### src/rtl/keyboard_line_editor.sv
// keyboard_line_editor: assembles key events into an editable line and streams it out on enter. Optional REPEAT_FILTER_EN drops auto-repeats.
module keyboard_line_editor #(
  parameter int MAX_LEN = 32,
  parameter int LEN_W   = 6,
  parameter int HOLDOFF = 2500000
) (
  input  logic             CLOCK_50,
  input  logic             resetn,
  input  logic             key_pressed,
  input  logic [7:0]       keycode,
  input  logic             clear,
  output logic [7:0]       out_char,
  output logic             out_valid,
  input  logic             out_ready,
  output logic             out_last,
  output logic [LEN_W-1:0] line_len,
  output logic             busy,
  output logic             nav_up,
  output logic             nav_down,
  output logic             dropped
);
  localparam int AW = (MAX_LEN > 1) ? $clog2(MAX_LEN) : 1;
  localparam logic [LEN_W-1:0] MAX_L = LEN_W'(MAX_LEN);
  typedef enum logic {EDIT, DRAIN} state_t;
  state_t           state_q;
  logic [7:0]       mem_q [MAX_LEN];
  logic [LEN_W-1:0] len_q, rd_ptr_q;
  logic             nav_up_q, nav_down_q, dropped_q;
  logic             key_ev, is_print, is_last, wr_en;
  if (MAX_LEN < 2 || (2 ** LEN_W) <= MAX_LEN || HOLDOFF < 0) begin : g_bad_params
    $error("keyboard_line_editor: illegal MAX_LEN/LEN_W/HOLDOFF combination");
  end
`ifdef REPEAT_FILTER_EN
  localparam int HW = $clog2(HOLDOFF + 2);
  logic [7:0]    last_q;
  logic [HW-1:0] hold_q;
  logic          filt;
  assign filt = key_pressed && keycode == last_q && hold_q != '0;
  // holdoff window restarts on every event that gets past the filter, then counts down to zero
  always_ff @(posedge CLOCK_50 or negedge resetn)
    if (!resetn) begin
      last_q <= '0;
      hold_q <= '0;
    end else if (key_pressed && !clear && !filt) begin
      last_q <= keycode;
      hold_q <= HW'(HOLDOFF);
    end else if (hold_q != '0) hold_q <= hold_q - HW'(1);
  assign key_ev = key_pressed && !filt;
`else
  assign key_ev = key_pressed;
`endif
  assign is_print = keycode <= 8'd36 || keycode == 8'd38;
  assign is_last  = rd_ptr_q == len_q - LEN_W'(1);
  assign wr_en    = !clear && state_q == EDIT && key_ev && is_print && len_q != MAX_L;
  // line storage; contents are meaningless until written so no reset is needed
  always_ff @(posedge CLOCK_50)
    if (wr_en) mem_q[len_q[AW-1:0]] <= keycode;
  // EDIT/DRAIN controller with registered length, read pointer and pulse outputs
  always_ff @(posedge CLOCK_50 or negedge resetn)
    if (!resetn) begin
      state_q    <= EDIT;
      len_q      <= '0;
      rd_ptr_q   <= '0;
      nav_up_q   <= 1'b0;
      nav_down_q <= 1'b0;
      dropped_q  <= 1'b0;
    end else begin
      nav_up_q   <= 1'b0;
      nav_down_q <= 1'b0;
      dropped_q  <= 1'b0;
      if (clear) begin
        state_q  <= EDIT;
        len_q    <= '0;
        rd_ptr_q <= '0;
      end else if (state_q == DRAIN) begin
        dropped_q <= key_ev;
        if (out_ready && is_last) begin
          state_q  <= EDIT;
          len_q    <= '0;
          rd_ptr_q <= '0;
        end else if (out_ready) rd_ptr_q <= rd_ptr_q + LEN_W'(1);
      end else if (key_ev) begin
        if (is_print) begin
          if (len_q != MAX_L) len_q <= len_q + LEN_W'(1);
          else dropped_q <= 1'b1;
        end else if (keycode == 8'd37) begin
          if (len_q != '0) len_q <= len_q - LEN_W'(1);
        end else if (keycode == 8'd98) begin
          if (len_q != '0) begin
            state_q  <= DRAIN;
            rd_ptr_q <= '0;
          end
        end
        nav_down_q <= keycode == 8'd99;
        nav_up_q   <= keycode == 8'd100;
      end
    end
  assign out_valid = state_q == DRAIN;
  assign busy      = state_q == DRAIN;
  assign out_char  = out_valid ? mem_q[rd_ptr_q[AW-1:0]] : 8'd0;
  assign out_last  = out_valid && is_last;
  assign line_len  = len_q;
  assign nav_up    = nav_up_q;
  assign nav_down  = nav_down_q;
  assign dropped   = dropped_q;
endmodule
### config.mk
export PLATFORM = sky130hd
export DESIGN_NAME = keyboard_line_editor
export DESIGN_NICKNAME = d
export VERILOG_FILES = /design/src/rtl/keyboard_line_editor.sv
export SDC_FILE = /design/constraint.sdc
export NUM_CORES = 1
export LEC_CHECK = 0
export CORE_ASPECT_RATIO = 0.8
export CORE_UTILIZATION = 25
export CTS_CLUSTER_DIAMETER = 120
export CTS_CLUSTER_SIZE = 40
export DETAILED_ROUTE_END_ITERATION = 7
export GPL_TIMING_DRIVEN = 0
export PLACE_DENSITY = 0.42
export SYNTH_ARGS = -nofsm -noshare
export SYNTH_HDL_FRONTEND = slang
export SYNTH_SLANG_ARGS = --single-unit
### constraint.sdc
create_clock -name CLOCK_50 -period 3.3 [get_ports CLOCK_50]
set_clock_uncertainty 0.05 [all_clocks]
set_input_delay 0.99 -clock CLOCK_50 [delete_from_list [all_inputs] [get_ports CLOCK_50]]
set_output_delay 0.99 -clock CLOCK_50 [all_outputs]
set_load 0.05 [all_outputs]
==> results of run 1 <==
## tightest hold or removal path: cells and delay by family, from the launching register on
kind	cells	cell delay, ps
flops	1	470
simple gates	2	140
## through the flow
stage,instance area (µm²),std cells,setup slack [ps],util (%)
after global placement,12500,1309,-2230,28.1
after floorplan,11400,676,-213,-
final,13800,1338,-383,30.9
after detailed placement,12500,1309,-1420,28.0
after CTS,13600,1333,-424,30.5
after global routing,13800,1338,-457,30.9
## sequential cells by signal, indices dropped and copies added, names as in the netlist
| name | flops |
|---|---|
| rd_ptr_q | 6 |
| nav_down | 1 |
| line_len | 6 |
| busy | 1 |
| dropped | 1 |
| mem_q | 256 |
| nav_up | 1 |
## cells in the final DEF, fill, tap and decap left out, drive strengths merged, types with 13 or more instances in the layout
| master | count |
|---|---|
| mux4 | 32 |
| buf | 52 |
| a21oi | 23 |
| dfrtp | 16 |
| mux2i | 48 |
| nor2 | 38 |
| nand3 | 19 |
| nand2 | 27 |
| clkbuf | 31 |
| mux2 | 17 |
| edfxtp | 256 |
| o221ai | 17 |
| clkdlybuf4s50 | 13 |
| o21ai | 20 |
| o22ai | 18 |
## power by group through the flow
stage | logic [mW] | registers [mW] | clock network, mW
5_1_grt | 0.590 | 3.81 | 1.78
4_1_cts | 0.541 | 3.81 | 1.70
2_1_floorplan | 0.254 | 3.93 | 0
3_3_place_gp | 0.476 | 3.91 | 0
3_5_place_dp | 0.469 | 3.90 | 0
6_report | 0.549 | 3.81 | 1.64
## layout make-up
class | instances | area [µm²] | share of cell area (%)
sequential | 272 | 8100 | 58.8
multi-input combinational | 355 | 3740 | 27.2
tap | 603 | 754 | 5.48
timing repair buffer | 49 | 495 | 3.60
buffer | 35 | 353 | 2.56
clock buffer | 12 | 279 | 2.03
inverter | 10 | 37.5 | 0.273
clock inverter | 2 | 12.5 | 0.0908
## logic make-up after synthesis
kind of cell    count (synthesis)  synth area share [%]
fa+ha+maj                       6                 0.663
flops                         272                  71.5
simple gates                  127                  5.64
mux                            97                  12.3
compound gates                117                  7.35
buf+inv                        49                  1.97
xor+xnor                        8                 0.619
## routing by layer
| layer | wire length [µm] | part of all wire [%] | GRT usage (%) | vias up |
|---|---|---|---|---|
| met5 | 0 | 0 | 0 | - |
| met4 | 329 | 1.1 | 1.96 | 0 |
| met3 | 865 | 2.9 | 1.60 | 20 |
| met2 | 13100 | 43 | 19.6 | 100 |
| met1 | 16100 | 53 | 21.0 | 3314 |
| li1 | - | - | - | 2811 |
## worst max path at each step
| stage | from | to | cells after the start |
|---|---|---|---|
| floorplan | line_len[2]$_DFFE_PN0P_ | out_last | 6 |
| global route | rd_ptr_q[0]$_DFFE_PN0P_ | out_char[1] | 9 |
| global placement | keycode[4] | mem_q[31][5]$_DFFE_PP_ | 6 |
| finish | rd_ptr_q[0]$_DFFE_PN0P_ | out_char[5] | 8 |
| CTS | rd_ptr_q[0]$_DFFE_PN0P_ | out_char[5] | 8 |
| detailed placement | rd_ptr_q[0]$_DFFE_PN0P_ | out_char[5] | 8 |
## timing repair
item	4_1_cts	5_1_grt
hold buffers	0	0
setup endpoints to repair	266	78
gates cloned	1	1
gates resized for setup	258	24
buffers inserted	13	4
pin swaps	23	11
==> results.md, run 1 <==
- The run finished, with violations left.
- The final reports fail on setup timing.
- The number of distinct library cells after synthesis is 51.
- In the routed layout, each cell is associated on average with a via count of 4.67.
- The worst register-to-register path has a setup slack of 590 ps.
- Counting instances in the post-synthesis netlist gives the leading cell types as 256 x sky130_fd_sc_hd__edfxtp_1, 48 x sky130_fd_sc_hd__mux2i_1, 38 x sky130_fd_sc_hd__nor2_1.
- By area the synthesized netlist is led by sky130_fd_sc_hd__edfxtp_1 68%, sky130_fd_sc_hd__mux4_2 6.4%, sky130_fd_sc_hd__mux2i_1 4.2%.
- The mapped cell area is 11300 µm².
- The type of element launching the critical path is a flop.
- The routed wire length is 30300 µm.
- In this run the mean area of a mapped cell was 16.7 µm².
- Relative to the synthesized area, the layout overhead comes to 21.7%.
- The die extent in y is 192 µm.
- The design draws 6.00 mW.
- Setup slack on the critical path of the routed design comes to -383 ps.
- For this design the static power due to leakage is 3.97 nW.
- The total routing resource utilization after global routing is 13.3%.
- After synthesis, the largest area contributor takes up 67.9% of total cell area.
- The count of nets left with antenna violations once routing finished came out at 0.
- The iteration count of the initial detailed-routing pass is 4.
- The wire length per cell after detailed routing is 22.7 µm.
- For this run, design rule violations remaining after detail routing come to 0.
- The number of cell instances on the worst register-to-register path is 8.
- When the netlist entered floorplanning its net count stood at 695.
- In this run the tightest slew margin relative to its limit is 43.8%.
- Buffers placed on the I/O ports in this run total 30.
- The violation count after the first detailed-routing iteration is 690.
- The remaining global-route overflow is 0.
- The master of the slowest instance on the critical path is sky130_fd_sc_hd__mux4_2.
- The number of sinks handled by clock tree synthesis is 272.
- The startpoint identified for the worst register-to-register timing path is line_len[4]$_DFFE_PN0P_.
- The worst register-to-register path ends at line_len[2]$_DFFE_PN0P_.
- The synthesized design contains 256 enable-type register cells.
- The share of power burned in the clock network is 27.3%.
- The switching power total is 1.42 mW.
- The hold violation total from the final report is 0.
- The minimum hold slack is 572 ps.
- In this run the clock root is driven by a sky130_fd_sc_hd__clkbuf_16.
- The clock passes through at most 3 buffers.
- The category of the critical setup timing path is flop to output pin.
- Setup repair after global routing could not meet its margin everywhere.
- 33 I/O pins were placed.
- Traced cell by cell, the critical path runs through buf_12 > buf_16 > buf_12 > mux4_2 > o22ai_1 > a211o_1 > o31ai_4 > buf_6.
- The number of H-tree levels is 1.
- The actual transition at the worst max-transition pin is 840 ps.
- The class of the most critical hold timing path is flop to flop.
- Together, buffers and inverters on the worst path number 4.
- The later pin in the worst-skew pair is clocked with a latency of 510 ps.
- The number of setup violations in the final report is 9.
- The final net count is 752.
- The time the worst path needs with I/O delays and setup is 3680 ps.
- The final number of max-transition violations came to 0.
- The number of buffers inserted during clock tree synthesis is 10.
- Of all nets on the critical path, the largest fanout is 8.
- The data required time at the worst endpoint is 2260 ps.
- Counting flops and latches in the post-synthesis netlist gives 272.
- The switching part of the total power is 23.6%.
- Summed over all instances, the cell type with the most area after synthesis is sky130_fd_sc_hd__edfxtp_1.
- After floorplanning, the core was sized to cover 44500 µm².
- The total of warnings raised by yosys is 0.
- Cells with a size suffix above 1 make up 31.8% of the layout.
- The cell with the most instances after synthesis is sky130_fd_sc_hd__edfxtp_1.
- The clock tree from TritonCTS is built.
- The design internal power is 4.58 mW.
- Data on the critical path arrives at its endpoint at 2640 ps.
- The ratio of final minimum period to clock period is 112%.
- The share of total power in combinational logic is 9.2%.
- The path with the worst hold slack has its endpoint at rd_ptr_q[5]$_DFFE_PN0P_.
- The number of diodes is 0.
- The number of global-route vias before repair is 6243.
- The areal power density over the cells is 436 nW/µm².
- The die covers 46100 µm².
- The first-pass GRT wire length is 44200 µm.
- The number of cell rows is 69.
- The largest single stage delay on the critical path is 550 ps.
- The filler cell count is 4450.
- After clock tree synthesis, the clock-pin slew on the worst setup and hold paths is 150 ps.
- The global placement routability congestion is 0.793.
- The most used flip-flop cell after synthesis is sky130_fd_sc_hd__edfxtp_1.
- The initial antenna violation count is 0.
- The tool flagged a number of max-cap violations equal to 0.
- Entering global routing, the biggest net connects 42 pins.
- The share of the Yosys chip area taken by registers is 71.5%.
- The fraction of registers with async set or reset after synthesis is 5.88%.
- The total number of vias is 6245.
- The post-detailed-placement half-perimeter wirelength is 19700 µm.
- Counting instances, the worst hold path has a depth of 2.
- The largest vdd supply drop is 0.000349 V.
- The startpoint of the worst hold path is rd_ptr_q[5]$_DFFE_PN0P_.
- For this configuration, the core starts out at a cell density of 25.4%.
- Based on the critical path, the design can be clocked at up to 272 MHz.
- Counting stages on the worst path, the most repeated cell is sky130_fd_sc_hd__buf_12.
- The gate count after technology mapping is 676.
- STA classifies the critical path endpoint as an output pin.
- In this run, flip-flops and latches consume 63.5% of the power.
- The x dimension of the die is 240 µm.
- The cell family contributing the most delay on the critical path is buffers and inverters.
- The total negative slack is -3070 ps.
Note: power is estimated with default switching activity, not from simulation.
==> run 2: changes to the inputs <==
==> constraint.sdc (replaced) <==
create_clock -name CLOCK_50 -period 3.7 [get_ports CLOCK_50]
set_clock_uncertainty 0.05 [all_clocks]
set_input_delay 1.11 -clock CLOCK_50 [delete_from_list [all_inputs] [get_ports CLOCK_50]]
set_output_delay 1.11 -clock CLOCK_50 [all_outputs]
set_load 0.05 [all_outputs]
==> results.md, run 2 (synthesis gave the netlist of run 1 again) <==
- The worst min-delay path endpoint is rd_ptr_q[5]$_DFFE_PN0P_.
- The smallest clock period supported by the final layout is computed as 3880 ps.
- Combinational logic burns 9.3% of the power.
- The hold violation total from the final report is 0.
- After clock tree synthesis, the clock-pin slew on the worst setup and hold paths is 150 ps.
- The cell chosen for the clock root is sky130_fd_sc_hd__clkbuf_16.
- The final number of max-transition violations is 0.
- The wire length per cell after detailed routing is 22.5 µm.
- The layout has 4474 filler cells.
- The clock passes through at most 3 buffers.
- The violation count after the first detailed-routing iteration is 494.
- The final worst setup slack is -175 ps.
- At the end of routability-driven placement, the weighted congestion stood at 0.778.
- The sequential group share of total power is 63.1%.
- Leaving out fill and tap cells, the most frequent cell in the layout is sky130_fd_sc_hd__edfxtp_1.
- The pre-CTS setup slack is -1160 ps.
- For the pin with the worst max-slew slack, the measured transition is 1030 ps.
- The total negative slack is -15120 ps.
- Setup repair after global routing could not meet its margin everywhere.
- For the worst setup path, the data required time is 3810 ps.
- The placeable core region is 44500 µm².
- The maximum number of pins on one net before global-route repair is 42.
- TritonCTS built the clock tree.
- The die covers 46100 µm².
- Global routing consumed, over all layers together, 13.1% of the routing resources.
- Setup violations remaining at the end of the flow were counted as 180.
- The total number of vias is 6194.
- Once placement completed, the tool counted placed cells totaling 1309.
- Of the cells placed in the final design, the portion with a size suffix greater than 1 is 28.6%.
- The worst slew slack as a fraction of its limit is 31.2%.
- The initial antenna violation count is 0.
- The number of placed I/O pins is 33.
- The number of global-route vias before repair is 6189.
- The maximum fanout along the worst path is 34.
- The minimum hold slack is 566 ps.
- The tightest min-delay check is of the flop to flop type.
- The number of cell instances on the worst register-to-register path is 6.
- The first global-routing pass estimated 43800 µm of wire.
- In the layout the commonest cells are 256 x sky130_fd_sc_hd__edfxtp_1, 45 x sky130_fd_sc_hd__mux2i_1, 32 x sky130_fd_sc_hd__mux4_2.
- The core utilization of the finished layout is 30.2%.
- The worst setup path is of the input port to flop kind.
- The internal reg-to-reg setup slack is 490 ps.
- The ratio of final minimum period to clock period is 105%.
- The count of buffers added on input and output ports is 30.
- The startpoint of the most critical register-to-register path is busy$_DFF_PN0_.
- The hold-critical path depth is 2.
- The arrival time at the worst endpoint is 3990 ps.
- The die extent in y is 192 µm.
- The iteration count of the initial detailed-routing pass is 5.
- The reg-to-reg critical path endpoint is mem_q[12][0]$_DFFE_PP_.
- The flow ran to the end, but the final reports show violations.
- The x dimension of the die is 240 µm.
- The post-detailed-placement half-perimeter wirelength is 19500 µm.
- Global routing finished with a remaining overflow of 0.
- The starting density of the core is 25.4%.
- The capturing element type of the critical path is a flop.
- The number of diodes is 0.
- The area of placed instances is 12400 µm².
- The areal power density over the cells is 399 nW/µm².
- For this design the static power due to leakage is 3.84 nW.
- The design internal power is 4.10 mW.
- CTS built an H-tree with a depth of 1.
- TritonCTS created 10 clock buffers.
- Of the total power, the clock network draws 27.6%.
- The final reports fail on setup timing.
- The area growth from synthesis to final layout is 19.0%.
- The switching part of the total power is 23.7%.
- The power consumption is 5.37 mW.
- The cell area after layout is 13500 µm².
- The total DRC errors in the routed layout is 0.
- The non-filler instance count after layout is 1337.
- The residual antenna-violating net count after detailed routing is 0.
- The worst setup path is launched from an input port.
- The total of max-cap violations is 0.
- The final net count is 749.
- After detailed routing, the number of vias per cell comes to 4.63.
- VDD sags by at most 0.000262 V.
- The startpoint of the worst hold path is rd_ptr_q[5]$_DFFE_PN0P_.
- The register with the most flip-flops in the layout has 256 of them.
- The routed wire length is 30100 µm.
- The number of sinks handled by clock tree synthesis is 272.
- The achievable clock frequency is 258 MHz.
- The switching power total is 1.27 mW.
- For this design, the CTS-stage hold fixing added 0 buffers.
- The clock latency at the later pin of the worst-skew pair is 500 ps.
- Row generation in the floorplan step produced 69 rows.
## run 2: cell count changes in the layout (fill, tap and decap cells not counted), sizes merged
cell    before  now
clkinv       2    0
inv         10   11
## run 2: critical path, cell delays in order
cell	delay, ps
sky130_fd_sc_hd__buf_2	360
sky130_fd_sc_hd__a211o_1	420
sky130_fd_sc_hd__a211oi_4	470
sky130_fd_sc_hd__nor3b_4	390
sky130_fd_sc_hd__nand2_1	650
sky130_fd_sc_hd__nor2_4	550
## run 2: power by group through the flow
stage,Sequential (mW),Combinational [mW],Clock (mW)
floorplan,3.51,0.220,0
global placement,3.48,0.416,0
detailed placement,3.48,0.414,0
CTS,3.39,0.480,1.52
global route,3.39,0.538,1.60
finish,3.39,0.502,1.48
## run 2: worst max path at each step
stage                                  from                endpoint  slack, ps  depth (start not counted)
finish                           keycode[4]  mem_q[12][0]$_DFFE_PP_       -180                          6
floorplan           line_len[4]$_DFFE_PN0P_                out_last       -230                          7
global route                     keycode[4]  mem_q[31][4]$_DFFE_PP_       -300                          6
CTS                              keycode[4]  mem_q[10][4]$_DFFE_PP_       -220                          6
detailed placement  rd_ptr_q[0]$_DFFE_PN0P_             out_char[4]      -1160                          9
global placement                 keycode[4]  mem_q[13][1]$_DFFE_PP_      -1990                          6
## run 2: final cells by class
| type | count | area [µm²] | area share [%] |
|---|---|---|---|
| plain buffers | 35 | 347 | 2.57 |
| clock buffers | 15 | 290 | 2.16 |
| clock inverters | 1 | 8.76 | 0.0650 |
| inverters | 10 | 37.5 | 0.279 |
| multi-input cells | 355 | 3490 | 25.9 |
| flip-flops and latches | 272 | 8100 | 60.1 |
| well taps | 603 | 754 | 5.60 |
| repair buffers | 46 | 440 | 3.27 |
## run 2: per-layer routing
metal	vias up	wire length, µm	track usage [%]
li1	2800	-	-
met1	3254	15700	20.6
met2	121	12900	19.5
met3	19	1110	1.89
met4	0	367	1.79
met5	-	0	0
## run 2: repair_timing
action	4_1_cts	5_1_grt
resized for setup	205	37
setup endpoints to repair	257	253
pin swaps	18	10
hold endpoints to repair	0	0
cloned	1	0
setup buffers	13	2
